--- src/rtl/uart_rx_wb_if.sv ---
// Data-bus slave port shared by the memory-mapped peripherals.
interface uart_rx_wb_if;
  logic [31:0] wb_dbus_adr;
  logic [31:0] wb_dbus_dat;
  logic [3:0]  wb_dbus_sel;
  logic        wb_dbus_we;
  logic        wb_dbus_cyc;
  logic [31:0] rdt;
  logic        ack;

  modport master (
    output wb_dbus_adr, wb_dbus_dat, wb_dbus_sel, wb_dbus_we, wb_dbus_cyc,
    input  rdt, ack
  );

  modport slave (
    input  wb_dbus_adr, wb_dbus_dat, wb_dbus_sel, wb_dbus_we, wb_dbus_cyc,
    output rdt, ack
  );
endinterface

--- src/rtl/uart_rx_wb.sv ---
// 8N1 UART receiver with a small byte FIFO, read through the data bus.
//
// state   | meaning
// --------+-------------------------------------------------------------
// S_IDLE  | line idle, waiting for rxs low
// S_START | counting to mid start bit, reject it if the line went back high
// S_DATA  | sampling 8 data bits, LSB first, one per DIVIDE clocks
// S_STOP  | sampling the stop bit; high pushes the byte, low is a framing error
// S_BRK   | line held low after a framing error, wait for it to return high
module uart_rx_wb #(
  parameter logic [31:0] ADDR       = 32'h70,
  parameter int          AWIDTH     = 8,
  parameter int          DIVIDE     = 8,
  parameter int          DEPTH_LOG2 = 2
) (
  input  logic           wb_clk,
  input  logic           wb_rst,
  uart_rx_wb_if.slave    bus,
  input  logic           rx,
  output logic           irq
);
  localparam int CW    = $clog2(DIVIDE);
  localparam int DEPTH = 1 << DEPTH_LOG2;
  localparam logic [CW-1:0] HALF = CW'(DIVIDE / 2 - 1);
  localparam logic [CW-1:0] LAST = CW'(DIVIDE - 1);

  typedef enum logic [2:0] {S_IDLE, S_START, S_DATA, S_STOP, S_BRK} state_t;

  state_t          state;
  logic [CW-1:0]   cnt;
  logic [2:0]      bit_idx;
  logic [7:0]      shreg;
  logic            rx_meta;
  logic            rxs;

  logic [7:0]            mem [DEPTH];
  logic [DEPTH_LOG2-1:0] wptr;
  logic [DEPTH_LOG2-1:0] rptr;
  logic [DEPTH_LOG2:0]   count;
  logic                  overrun;
  logic                  frame_err;

  logic full, not_empty, match, req, pop, push, do_push, frame_bad, st_wr;
  logic [7:0]  head;
  logic [31:0] rd_mux;
  logic        unused;

  assign unused = &{1'b0, bus.wb_dbus_sel, bus.wb_dbus_adr[31-AWIDTH:4],
                    bus.wb_dbus_adr[1:0], bus.wb_dbus_dat[31:4], bus.wb_dbus_dat[1:0]};

  assign full      = (count == (DEPTH_LOG2 + 1)'(DEPTH));
  assign not_empty = (count != '0);
  assign irq       = not_empty;
  assign head      = not_empty ? mem[rptr] : 8'h00;

  // The stop-bit sample instant: push and framing error act on this same edge
  // so the byte is visible the cycle after the sample.
  assign push      = (state == S_STOP) && (cnt == LAST) && rxs;
  assign frame_bad = (state == S_STOP) && (cnt == LAST) && !rxs;

  assign match   = (bus.wb_dbus_adr[31 -: AWIDTH] == ADDR[AWIDTH-1:0]);
  assign req     = bus.wb_dbus_cyc && match && !bus.ack;
  assign pop     = req && !bus.wb_dbus_we && (bus.wb_dbus_adr[3:2] == 2'd0) && not_empty;
  assign st_wr   = req && bus.wb_dbus_we && (bus.wb_dbus_adr[3:2] == 2'd1);
  // A pop on the same edge frees the slot, so a full FIFO still accepts the byte.
  assign do_push = push && (!full || pop);

  always_comb begin
    rd_mux = 32'h0;
    case (bus.wb_dbus_adr[3:2])
      2'd0:    rd_mux = {24'h0, head};
      2'd1:    rd_mux = {28'h0, overrun, frame_err, full, not_empty};
      default: rd_mux = 32'h0;
    endcase
  end

  // Two-flop synchronizer for the asynchronous rx pin, idling high.
  always_ff @(posedge wb_clk) begin
    if (!wb_rst) begin
      rx_meta <= 1'b1;
      rxs     <= 1'b1;
    end else begin
      rx_meta <= rx;
      rxs     <= rx_meta;
    end
  end

  // Receiver FSM: bit timing, start validation and shifting.
  always_ff @(posedge wb_clk) begin
    if (!wb_rst) begin
      state   <= S_IDLE;
      cnt     <= '0;
      bit_idx <= '0;
      shreg   <= '0;
    end else begin
      case (state)
        S_IDLE: begin
          if (!rxs) begin
            state <= S_START;
            cnt   <= '0;
          end
        end
        S_START: begin
          if (cnt == HALF) begin
            cnt     <= '0;
            bit_idx <= '0;
            state   <= rxs ? S_IDLE : S_DATA;
          end else begin
            cnt <= cnt + 1'b1;
          end
        end
        S_DATA: begin
          if (cnt == LAST) begin
            cnt     <= '0;
            shreg   <= {rxs, shreg[7:1]};
            bit_idx <= bit_idx + 3'd1;
            if (bit_idx == 3'd7) state <= S_STOP;
          end else begin
            cnt <= cnt + 1'b1;
          end
        end
        S_STOP: begin
          if (cnt == LAST) begin
            cnt   <= '0;
            state <= rxs ? S_IDLE : S_BRK;
          end else begin
            cnt <= cnt + 1'b1;
          end
        end
        S_BRK: begin
          if (rxs) state <= S_IDLE;
        end
        default: state <= S_IDLE;
      endcase
    end
  end

  // FIFO storage; contents need no reset since count gates every read.
  always_ff @(posedge wb_clk) begin
    if (do_push) mem[wptr] <= shreg;
  end

  // FIFO pointers, error flags (set beats clear) and the one-cycle bus ack.
  always_ff @(posedge wb_clk) begin
    if (!wb_rst) begin
      wptr      <= '0;
      rptr      <= '0;
      count     <= '0;
      overrun   <= 1'b0;
      frame_err <= 1'b0;
      bus.ack   <= 1'b0;
      bus.rdt   <= 32'h0;
    end else begin
      if (do_push) wptr <= wptr + 1'b1;
      if (pop)     rptr <= rptr + 1'b1;
      case ({do_push, pop})
        2'b10:   count <= count + 1'b1;
        2'b01:   count <= count - 1'b1;
        default: count <= count;
      endcase
      overrun   <= (push && full && !pop) ||
                   (overrun && !(st_wr && bus.wb_dbus_dat[3]));
      frame_err <= frame_bad || (frame_err && !(st_wr && bus.wb_dbus_dat[2]));
      bus.ack   <= req;
      bus.rdt   <= (req && !bus.wb_dbus_we) ? rd_mux : 32'h0;
    end
  end
endmodule

--- src/flat_wrapper.sv ---
// flat-port wrapper written by rule: the top's interface ports become plain ports
module uart_rx_wb_flat 
#(
  parameter logic [31:0] ADDR       = 32'h70,
  parameter int          AWIDTH     = 8,
  parameter int          DIVIDE     = 8,
  parameter int          DEPTH_LOG2 = 2
)
  (wb_clk, wb_rst, rx, irq, bus_wb_dbus_adr, bus_wb_dbus_dat, bus_wb_dbus_sel, bus_wb_dbus_we, bus_wb_dbus_cyc, bus_rdt, bus_ack);
  uart_rx_wb_if bus_i ();
  input  logic wb_clk;
  input  logic wb_rst;
  input  logic rx;
  output logic irq;
  input wire logic [$bits(bus_i.wb_dbus_adr)-1:0] bus_wb_dbus_adr;
  input wire logic [$bits(bus_i.wb_dbus_dat)-1:0] bus_wb_dbus_dat;
  input wire logic [$bits(bus_i.wb_dbus_sel)-1:0] bus_wb_dbus_sel;
  input wire logic [$bits(bus_i.wb_dbus_we)-1:0] bus_wb_dbus_we;
  input wire logic [$bits(bus_i.wb_dbus_cyc)-1:0] bus_wb_dbus_cyc;
  output wire logic [$bits(bus_i.rdt)-1:0] bus_rdt;
  output wire logic [$bits(bus_i.ack)-1:0] bus_ack;
  assign bus_i.wb_dbus_adr = bus_wb_dbus_adr;
  assign bus_i.wb_dbus_dat = bus_wb_dbus_dat;
  assign bus_i.wb_dbus_sel = bus_wb_dbus_sel;
  assign bus_i.wb_dbus_we = bus_wb_dbus_we;
  assign bus_i.wb_dbus_cyc = bus_wb_dbus_cyc;
  assign bus_rdt = bus_i.rdt;
  assign bus_ack = bus_i.ack;
  uart_rx_wb #(.ADDR(ADDR), .AWIDTH(AWIDTH), .DIVIDE(DIVIDE), .DEPTH_LOG2(DEPTH_LOG2)) u_core (.wb_clk(wb_clk), .wb_rst(wb_rst), .bus(bus_i), .rx(rx), .irq(irq));
endmodule
--- config.mk ---
export PLATFORM = sky130hd
export DESIGN_NAME = uart_rx_wb_flat
export DESIGN_NICKNAME = d
export VERILOG_FILES = /design/src/rtl/uart_rx_wb_if.sv /design/src/rtl/uart_rx_wb.sv /design/src/flat_wrapper.sv
export SDC_FILE = /design/constraint.sdc
export NUM_CORES = 1
export LEC_CHECK = 0
export CAP_MARGIN = 20
export CORE_MARGIN = 8
export CORE_UTILIZATION = 41
export DETAILED_ROUTE_END_ITERATION = 8
export PLACE_DENSITY = 0.76
export SETUP_SLACK_MARGIN = 0.02
export SLEW_MARGIN = 30
export SYNTH_ARGS = -nofsm -noshare
export SYNTH_HDL_FRONTEND = slang
export SYNTH_SLANG_ARGS = --single-unit
--- constraint.sdc ---
create_clock -name wb_clk -period 2.3 [get_ports wb_clk]
set_clock_uncertainty 0.05 [all_clocks]
set_input_delay 0.345 -clock wb_clk [delete_from_list [all_inputs] [get_ports wb_clk]]
set_output_delay 0.345 -clock wb_clk [all_outputs]
set_load 0.005 [all_outputs]
==> results.sh, run 1 <==
export IMPL_status="finished, violations left"
export IMPL_violations="negative setup slack"
export IMPL_synthArstFlopShare_pct=0
export IMPL_initial_utilization_pct=41.6
export IMPL_p_leak_nw=1.42
export IMPL_reg2reg_depth=12
export IMPL_cpLargestDelayFamily="adder cells"
export IMPL_yosys_warnings=0
export IMPL_synth_seq_cells=71
export IMPL_fin_crit_sh_pct=104
export IMPL_wl_per_cell_um=13.8
export IMPL_max_cap_violations=0
export IMPL_yosysUniqueCellTypes=50
export IMPL_drc=0
export IMPL_wl_mm=5.88
export IMPL_worstReg2RegEnd="u_core.count[2]"
export IMPL_vdd_ir_drop_max_mv=0.359
export IMPL_worstPathCellList="ha_4 > ha_4 > and4b_2 > nand3_2 > o31ai_4 > inv_1 > ha_2 > inv_2 > fa_2 > xor2_1 > or3_1 > a21oi_1"
export IMPL_power_density_nw_per_um2=623
export IMPL_arrival_ns=2.63
export IMPL_maxSlewViolCount=0
export IMPL_final_common_cell="dfxtp_1"
export IMPL_hold_path_end="u_core.rxs"
export IMPL_synth_seq_area_share_pct=55.4
export IMPL_holdBufCountCts=0
export IMPL_crit_path_end_kind="flop"
export IMPL_cts_root_buffer="clkbuf_8"
export IMPL_clkTransAtPathRegs_ns=0.08
export IMPL_routabilityCongestion=0.771
export IMPL_final_cells=427
export IMPL_ant_nets=0
export IMPL_path_buf_inv=2
export IMPL_grt_overflow=0
export IMPL_min_delay_start="u_core.rx_meta"
export IMPL_max_freq_mhz=416
export IMPL_timing_rr_start="u_core.cnt[1]"
export IMPL_fin_ws_ns=-0.103
export IMPL_r2r_slack_ns=-0.10
export IMPL_finalCriticalPeriod_ns=2.40
export IMPL_postSynthCellCount=265
export IMPL_critPathLaunch="u_core.cnt[1]"
export IMPL_drive_gt1_share_pct=22.8
export IMPL_mostFrequentLayoutCells="37 x dfxtp_1, 32 x edfxtp_1, 25 x clkdlybuf4s50_1, 25 x buf_4, 24 x conb_1"
export IMPL_drt_iter0_drc=74
export IMPL_slowest_stage="dfxtp_2"
export IMPL_dp_hpwl_mm=4.23
export IMPL_hold_class="reg2reg"
export IMPL_critical_path_class="reg2reg"
export IMPL_setup_viol=1
export IMPL_cts_max_path_buffers=2
export IMPL_avgViaCountPerCell=4.74
export IMPL_rsz0062_at_grt="true"
export IMPL_antennaDiodeCount=0
export IMPL_ys_flop_type="dfxtp_1"
export IMPL_cts_max_level=3
export IMPL_setup_tns_ns=-0.103
export IMPL_antenna_found_initial=0
export IMPL_grt_first_pass_wirelength_mm=9.85
export IMPL_dr_pass1_iters=4
export IMPL_grt_pass1_vias=2089
export IMPL_numCtsBuffers=9
export IMPL_crit_path_max_incr_delay_ns=0.34
export IMPL_pre_cts_slack_ns=-0.465
export IMPL_cp_start_kind="flop"
export IMPL_tritoncts="built"
export IMPL_die_h_um=104
export IMPL_avgSynthCellArea_um2=11.9
export IMPL_area_growth_syn_to_layout_pct=24.6
export IMPL_hold_path_depth=1
export IMPL_place_area_um2=3680
export IMPL_cp_required_ns=2.53
export IMPL_io_buffers=26
export IMPL_num_rows=32
export IMPL_syn_cell_area_um2=3140
export IMPL_cts_sinks=71
export IMPL_grt_max_degree=16
export IMPL_die_area_um2=10700
export IMPL_crit_fanout=4
export IMPL_layout_nets=405
export IMPL_synth_edf_count=32
export IMPL_vias=2025
export IMPL_dp_cells=408
export IMPL_grtUsageTotal_pct=11.4
export IMPL_fin_area_um2=3920
export IMPL_cp_depth=12
export IMPL_hold_viol_final=0
export IMPL_ioPinCount=107
export IMPL_core_area_um2=7570
export IMPL_worst_path_most_repeated_cell="ha_4"
export IMPL_insertion_delay_ns=0.35
export IMPL_die_width_um=104
[synth_stat cells, types with 3 or more instances]
cell type,number,area [µm²]
mux2i_1,3,30.0
dfxtp_1,39,781
nand3_1,4,20.0
a21oi_1,23,115
inv_1,15,56.3
nand2_1,24,90.1
nand2b_1,5,31.3
buf_4,24,180
nor2b_1,6,37.5
nand3b_1,3,22.5
buf_2,3,15.0
nor2_1,11,41.3
clkbuf_1,7,26.3
o22ai_1,3,18.8
mux4_2,8,180
ha_1,11,138
edfxtp_1,32,961
and2_1,4,25.0
[stage by stage]
stage                     total power, W  hold slack (ns)  util, %
after floorplan                  0.00141            0.336        -
after global placement           0.00142            0.344     48.7
after detailed placement         0.00143            0.342     48.7
after CTS                        0.00247            0.357     51.6
after global routing             0.00254            0.383     51.8
final                            0.00244            0.352     51.8
[routing by layer]
layer,up-vias,part of all wire [%],global-route usage (%),routed length (µm)
met3,5,5.5,5.02,325
met5,-,0,0,0
li1,1004,-,-,-
met4,0,0.88,3.57,52
met2,41,53,20.1,3110
met1,975,41,11.8,2400
[where the power goes]
part	leakage (nW)	total (W)	internal, W	switching [W]
clock network	0.104	0.00104	0.000525	0.000517
logic	0.700	0.0000849	0.0000422	0.0000427
registers	0.612	0.00131	0.00131	0.00000432
[cell type report]
cell class | instances | area (µm²)
fill | 665 | 3650
clock inverter | 7 | 86.3
clock buffer | 9 | 124
inverter | 16 | 60.1
sequential | 71 | 1740
timing repair buffer | 55 | 531
tap | 102 | 128
multi-input combinational | 167 | 1250
[flip-flops by register name, indices dropped and copies added (netlist names), named ones only]
register and flops:
u_core.bit_idx 3, u_core.bus.ack 1, u_core.bus.rdt 8, u_core.cnt 3
u_core.count 3, u_core.frame_err 1, u_core.mem 32, u_core.overrun 1
u_core.rptr 2, u_core.rx_meta 1, u_core.rxs 1, u_core.shreg 8
u_core.state 3, u_core.wptr 2
[how the worst max path moves through the flow]
stage / to
6_report: u_core.count[2]
5_1_grt: u_core.count[2]
4_1_cts: u_core.count[2]
3_5_place_dp: u_core.count[2]
3_3_place_gp: u_core.count[2]
2_1_floorplan: u_core.count[2]
[repair_timing]
item                                    in CTS  in global routing
resized for setup                            0                  1
setup buffers                                1                  2
endpoints found under the setup margin       2                  2
pin swaps                                    0                  3
[cell families after synthesis]
logic type | after synthesis | synth area share, %
flops | 71 | 55.4
simple gates | 77 | 14.8
buf+inv | 50 | 8.95
fa+ha+maj | 12 | 5.01
mux | 12 | 7.04
xor+xnor | 2 | 0.557
compound gates | 40 | 8.12
other cells | 1 | 0.119
Power figures use the tool's default switching activity.
==> inputs of run 2 (changes only) <==
--- a/config.mk
+++ b/config.mk
@@ -9,6 +9,7 @@
 export CORE_MARGIN = 8
 export CORE_UTILIZATION = 41
 export DETAILED_ROUTE_END_ITERATION = 8
+export MAX_ROUTING_LAYER = met4
 export PLACE_DENSITY = 0.76
 export SETUP_SLACK_MARGIN = 0.02
 export SLEW_MARGIN = 30
==> results.sh, run 2 (synthesized netlist as in run 1, its figures left out) <==
export IMPL_antennaDiodeCount=0
export IMPL_setup_viol=1
export IMPL_cts_root_buffer="clkbuf_8"
export IMPL_min_delay_start="u_core.rx_meta"
export IMPL_drc=0
export IMPL_cts_sinks=71
export IMPL_crit_fanout=4
export IMPL_max_cap_violations=0
export IMPL_timing_rr_start="u_core.cnt[1]"
export IMPL_worst_path_most_repeated_cell="ha_4"
export IMPL_power_density_nw_per_um2=623
export IMPL_drive_gt1_share_pct=22.8
export IMPL_mostFrequentLayoutCells="37 x dfxtp_1, 32 x edfxtp_1, 25 x clkdlybuf4s50_1, 25 x buf_4, 24 x conb_1"
export IMPL_dp_hpwl_mm=4.23
export IMPL_holdBufCountCts=0
export IMPL_wl_mm=5.88
export IMPL_largest_register_ffs=32
export IMPL_nFillCells=665
export IMPL_fin_crit_sh_pct=104
export IMPL_finalCriticalPeriod_ns=2.40
export IMPL_numCtsBuffers=9
export IMPL_die_width_um=104
export IMPL_hold_class="reg2reg"
export IMPL_grt_max_degree=16
export IMPL_arrival_ns=2.63
export IMPL_hold_path_depth=1
export IMPL_core_area_um2=7570
export IMPL_fin_area_um2=3920
export IMPL_maxSlewViolCount=0
export IMPL_initial_utilization_pct=41.6
export IMPL_cp_required_ns=2.53
export IMPL_cp_start_kind="flop"
export IMPL_place_area_um2=3680
export IMPL_crit_path_max_incr_delay_ns=0.34
export IMPL_cts_max_level=3
export IMPL_fin_ws_ns=-0.102
export IMPL_io_buffers=26
export IMPL_wl_per_cell_um=13.8
export IMPL_final_common_cell="dfxtp_1"
export IMPL_worstReg2RegEnd="u_core.count[2]"
export IMPL_num_rows=32
export IMPL_clkTransAtPathRegs_ns=0.08
export IMPL_grt_overflow=0
export IMPL_seq_area_um2=1740
export IMPL_p_leak_nw=1.42
export IMPL_grt_first_pass_wirelength_mm=9.84
export IMPL_routabilityCongestion=0.781
export IMPL_vdd_ir_drop_max_mv=0.361
export IMPL_drt_iter0_drc=76
export IMPL_area_growth_syn_to_layout_pct=24.6
export IMPL_die_area_um2=10700
export IMPL_dr_pass1_iters=4
export IMPL_ioPinCount=107
export IMPL_hold_slack_ns=0.352
export IMPL_status="finished, violations left"
export IMPL_rsz0062_at_grt="true"
export IMPL_reg2reg_depth=12
export IMPL_slowest_stage="dfxtp_2"
export IMPL_hold_path_end="u_core.rxs"
export IMPL_ant_nets=0
export IMPL_max_freq_mhz=416
export IMPL_dp_cells=408
export IMPL_final_cells=427
export IMPL_violations="negative setup slack"
export IMPL_antenna_found_initial=0
export IMPL_multi_input_area_um2=1250
export IMPL_grtUsageTotal_pct=11.7
export IMPL_largest_registers="u_core.mem x32, u_core.bus.rdt x8, u_core.shreg x8"
export IMPL_tritoncts="built"
export IMPL_cts_max_path_buffers=2
export IMPL_avgViaCountPerCell=4.75
export IMPL_r2r_slack_ns=-0.10
export IMPL_layout_nets=405
export IMPL_hold_viol_final=0
export IMPL_total_power_w=0.00244
export IMPL_grt_pass1_vias=2088
export IMPL_crit_path_end_kind="flop"
export IMPL_worstPathCellList="ha_4 > ha_4 > and4b_2 > nand3_2 > o31ai_4 > inv_1 > ha_2 > inv_2 > fa_2 > xor2_1 > or3_1 > a21oi_1"
export IMPL_die_h_um=104
export IMPL_insertion_delay_ns=0.35
export IMPL_vias=2027
export IMPL_final_util_pct=51.8
export IMPL_registers_top_by_ff_count="u_core.mem"
export IMPL_critical_path_class="reg2reg"
run 2: worst max path at each step:
stage,from,to,cells past startpoint
global placement,bus_wb_dbus_adr[25],u_core.count[2],10
detailed placement,bus_wb_dbus_adr[25],u_core.count[2],10
CTS,u_core.cnt[1],u_core.count[2],12
floorplan,u_core.cnt[1],u_core.count[2],12
global route,u_core.cnt[1],u_core.count[2],12
finish,u_core.cnt[1],u_core.count[2],12
run 2: repair_timing:
item	in CTS	in global routing
resized for setup	0	1
pin swaps	0	3
endpoints found under the setup margin	2	2
buffers inserted	1	2
run 2: critical path: cells and delay by family, from the launching register on:
| family | cells | cell delay, ns |
|---|---|---|
| compound gates | 2 | 0.19 |
| xor+xnor | 1 | 0.15 |
| fa+ha+maj | 4 | 0.82 |
| simple gates | 3 | 0.66 |
| buf+inv | 2 | 0.10 |
| flops | 1 | 0.34 |
run 2: layout make-up:
cell class | instances | area share [%]
Clock buffer | 9 | 3.16
Multi-Input combinational cell | 167 | 31.8
Sequential cell | 71 | 44.5
Tap cell | 102 | 3.26
Clock inverter | 7 | 2.20
Inverter | 16 | 1.53
Timing Repair Buffer | 55 | 13.5
run 2: report_power, final:
part           internal, W  switching (W)  leakage, nW   total, W
Sequential         0.00131     0.00000433        0.612    0.00131
Clock             0.000525       0.000518        0.104    0.00104
Combinational    0.0000422      0.0000426        0.700  0.0000848
run 2: metrics by stage:
step	setup TNS, ns	worst slack, ns
finish	-0.102	-0.102
detailed placement	-2.91	-0.465
global route	-0.295	-0.208
CTS	-0.148	-0.108
floorplan	-0.143	-0.0913
global placement	-1.64	-0.374
run 2: per-layer routing:
metal,GRT usage [%],vias to the layer above,routed length [µm]
li1,-,1002,-
met2,20.1,46,3070
met4,3.57,0,71
met3,5.02,9,365
met5,-,-,0
met1,11.8,970,2370
==> inputs of run 3 (changes only) <==
--- a/config.mk
+++ b/config.mk
@@ -7,10 +7,10 @@
 export LEC_CHECK = 0
 export CAP_MARGIN = 20
 export CORE_MARGIN = 8
-export CORE_UTILIZATION = 41
+export CORE_UTILIZATION = 45
 export DETAILED_ROUTE_END_ITERATION = 8
 export MAX_ROUTING_LAYER = met4
-export PLACE_DENSITY = 0.76
+export PLACE_DENSITY = 0.79
 export SETUP_SLACK_MARGIN = 0.02
 export SLEW_MARGIN = 30
 export SYNTH_ARGS = -nofsm -noshare
==> constraint.sdc (replaced) <==
create_clock -name wb_clk -period 2.5 [get_ports wb_clk]
set_clock_uncertainty 0.05 [all_clocks]
set_input_delay 0.375 -clock wb_clk [delete_from_list [all_inputs] [get_ports wb_clk]]
set_output_delay 0.375 -clock wb_clk [all_outputs]
set_load 0.005 [all_outputs]
==> results.sh, run 3 (synthesized netlist as in run 1, its figures left out) <==
export IMPL_final_util_pct=56.1
export IMPL_power_density_nw_per_um2=540
export IMPL_p_leak_nw=1.38
export IMPL_setup_tns_ns=0
export IMPL_reg2reg_depth=12
export IMPL_wl_per_cell_um=13.2
export IMPL_crit_fanout=4
export IMPL_area_growth_syn_to_layout_pct=21.2
export IMPL_critical_path_class="reg2reg"
export IMPL_cp_start_kind="flop"
export IMPL_die_area_um2=9920
export IMPL_cts_max_level=3
export IMPL_numCtsBuffers=9
export IMPL_status="finished, final reports clean"
export IMPL_maxSlewHeadroom_pct=63.9
export IMPL_max_cap_violations=0
export IMPL_antennaDiodeCount=0
export IMPL_grt_first_pass_wirelength_mm=8.84
export IMPL_num_rows=30
export IMPL_initial_utilization_pct=46.3
export IMPL_holdBufCountCts=0
export IMPL_insertion_delay_ns=0.33
export IMPL_rsz0062_at_grt="true"
export IMPL_largest_registers="u_core.mem x32, u_core.bus.rdt x8, u_core.shreg x8"
export IMPL_grt_pass1_vias=1993
export IMPL_hold_slack_ns=0.364
export IMPL_clock_power_share_pct=37.6
export IMPL_registers_top_by_ff_count="u_core.mem"
export IMPL_arrival_ns=2.61
export IMPL_mostFrequentLayoutCells="37 x dfxtp_1, 32 x edfxtp_1, 24 x conb_1"
export IMPL_grt_max_degree=26
export IMPL_tightest_slew_ns=0.540
export IMPL_tritoncts="built"
export IMPL_finalCriticalPeriod_ns=2.39
export IMPL_p_switching_w=0.000439
export IMPL_combinationalPowerShare_pct=3.6
export IMPL_ioPinCount=107
export IMPL_nFillCells=563
export IMPL_dr_pass1_iters=4
export IMPL_ant_nets=0
export IMPL_hold_class="reg2reg"
export IMPL_cp_required_ns=2.71
export IMPL_cts_root_buffer="clkbuf_8"
export IMPL_hold_path_end="u_core.rxs"
export IMPL_avgViaCountPerCell=4.73
export IMPL_grt_overflow=0
export IMPL_io_buffers=26
export IMPL_hold_viol_final=0
export IMPL_largest_register_ffs=32
export IMPL_max_freq_mhz=418
export IMPL_drive_gt1_share_pct=19.9
export IMPL_antenna_found_initial=0
export IMPL_vdd_ir_drop_max_mv=0.312
export IMPL_r2r_slack_ns=0.11
export IMPL_vias=1954
export IMPL_dp_hpwl_mm=3.95
export IMPL_intPower_w=0.00162
export IMPL_drt_iter0_drc=69
export IMPL_core_area_um2=6790
export IMPL_final_common_cell="dfxtp_1"
export IMPL_clkTransAtPathRegs_ns=0.07
export IMPL_wl_mm=5.46
export IMPL_min_delay_start="u_core.rx_meta"
export IMPL_maxSlewViolCount=0
export IMPL_drc=0
export IMPL_routabilityCongestion=0.774
export IMPL_layout_nets=397
export IMPL_grtUsageTotal_pct=11.6
export IMPL_timing_rr_start="u_core.cnt[1]"
export IMPL_worstReg2RegEnd="u_core.count[2]"
export IMPL_die_width_um=99.6
export IMPL_hold_path_depth=1
export IMPL_pwr_share_seq_pct=58.8
export IMPL_cts_sinks=71
export IMPL_setup_viol=0
export IMPL_die_h_um=99.6
export IMPL_swShare_pct=21.3
export IMPL_crit_path_end_kind="flop"
export IMPL_cts_max_path_buffers=2
export IMPL_fin_crit_sh_pct=95.8
==> run 3: layer usage <==
| layer | vias up | share of wire [%] | GRT usage (%) |
|---|---|---|---|
| met5 | - | 0 | - |
| met4 | 0 | 1.8 | 6.17 |
| met3 | 10 | 5.1 | 2.51 |
| met2 | 51 | 51 | 20.5 |
| met1 | 912 | 42 | 11.8 |
| li1 | 981 | - | - |
==> run 3: layout make-up <==
class / count / area [µm²] / share of cell area [%]
flip-flops and latches: 71 / 1740 / 45.8
clock buffers: 11 / 141 / 3.71
clock inverters: 5 / 23.8 / 0.624
repair buffers: 47 / 475 / 12.5
multi-input cells: 167 / 1250 / 32.7
inverters: 16 / 60.1 / 1.58
well taps: 96 / 120 / 3.15
==> run 3: critical path, cell delays in order, from the launching register on <==
cell and delay (ns):
dfxtp_2 0.34, ha_4 0.17, ha_4 0.15, and4b_2 0.25, nand3_2 0.10, o31ai_4 0.07
inv_1 0.06, ha_2 0.17, inv_1 0.05, fa_2 0.33, xor2_1 0.16, or3_1 0.31
a21oi_1 0.12
==> run 3: through the flow <==
step           total power (W)  setup slack [ns]  area (µm²)  instances
2_1_floorplan          0.00130            0.0387        3260        288
3_3_place_gp           0.00131            -0.239        3610        395
3_5_place_dp           0.00131            -0.313        3610        395
4_1_cts                0.00207            0.0231        3800        413
5_1_grt                0.00212           0.00937        3810        413
6_report               0.00206             0.106        3810        413
==> run 3: power groups by stage <==
stage	Clock, W	Sequential (W)	Combinational [W]
detailed placement	0	0.00124	0.0000725
global placement	0	0.00124	0.0000705
finish	0.000774	0.00121	0.0000743
global route	0.000830	0.00121	0.0000833
CTS	0.000786	0.00121	0.0000728
floorplan	0	0.00123	0.0000626
==> run 3: how the worst max path moves through the flow <==
stage | startpoint | endpoint | slack, ns | depth (start not counted)
5_1_grt | u_core.cnt[1] | u_core.count[2] | 0.009 | 12
6_report | u_core.cnt[1] | u_core.count[2] | 0.11 | 12
3_3_place_gp | bus_wb_dbus_adr[25] | u_core.count[2] | -0.24 | 10
4_1_cts | u_core.cnt[0] | u_core.count[2] | 0.02 | 12
2_1_floorplan | u_core.cnt[0] | u_core.count[2] | 0.04 | 12
3_5_place_dp | bus_wb_dbus_adr[25] | u_core.count[2] | -0.31 | 10
==> run 3: repair_timing <==
| item | CTS | global route |
|---|---|---|
| gates resized for setup | 3 | 4 |
| pin swaps | 0 | 6 |
| buffers inserted | 2 | 1 |
| setup endpoints to repair | 1 | 2 |
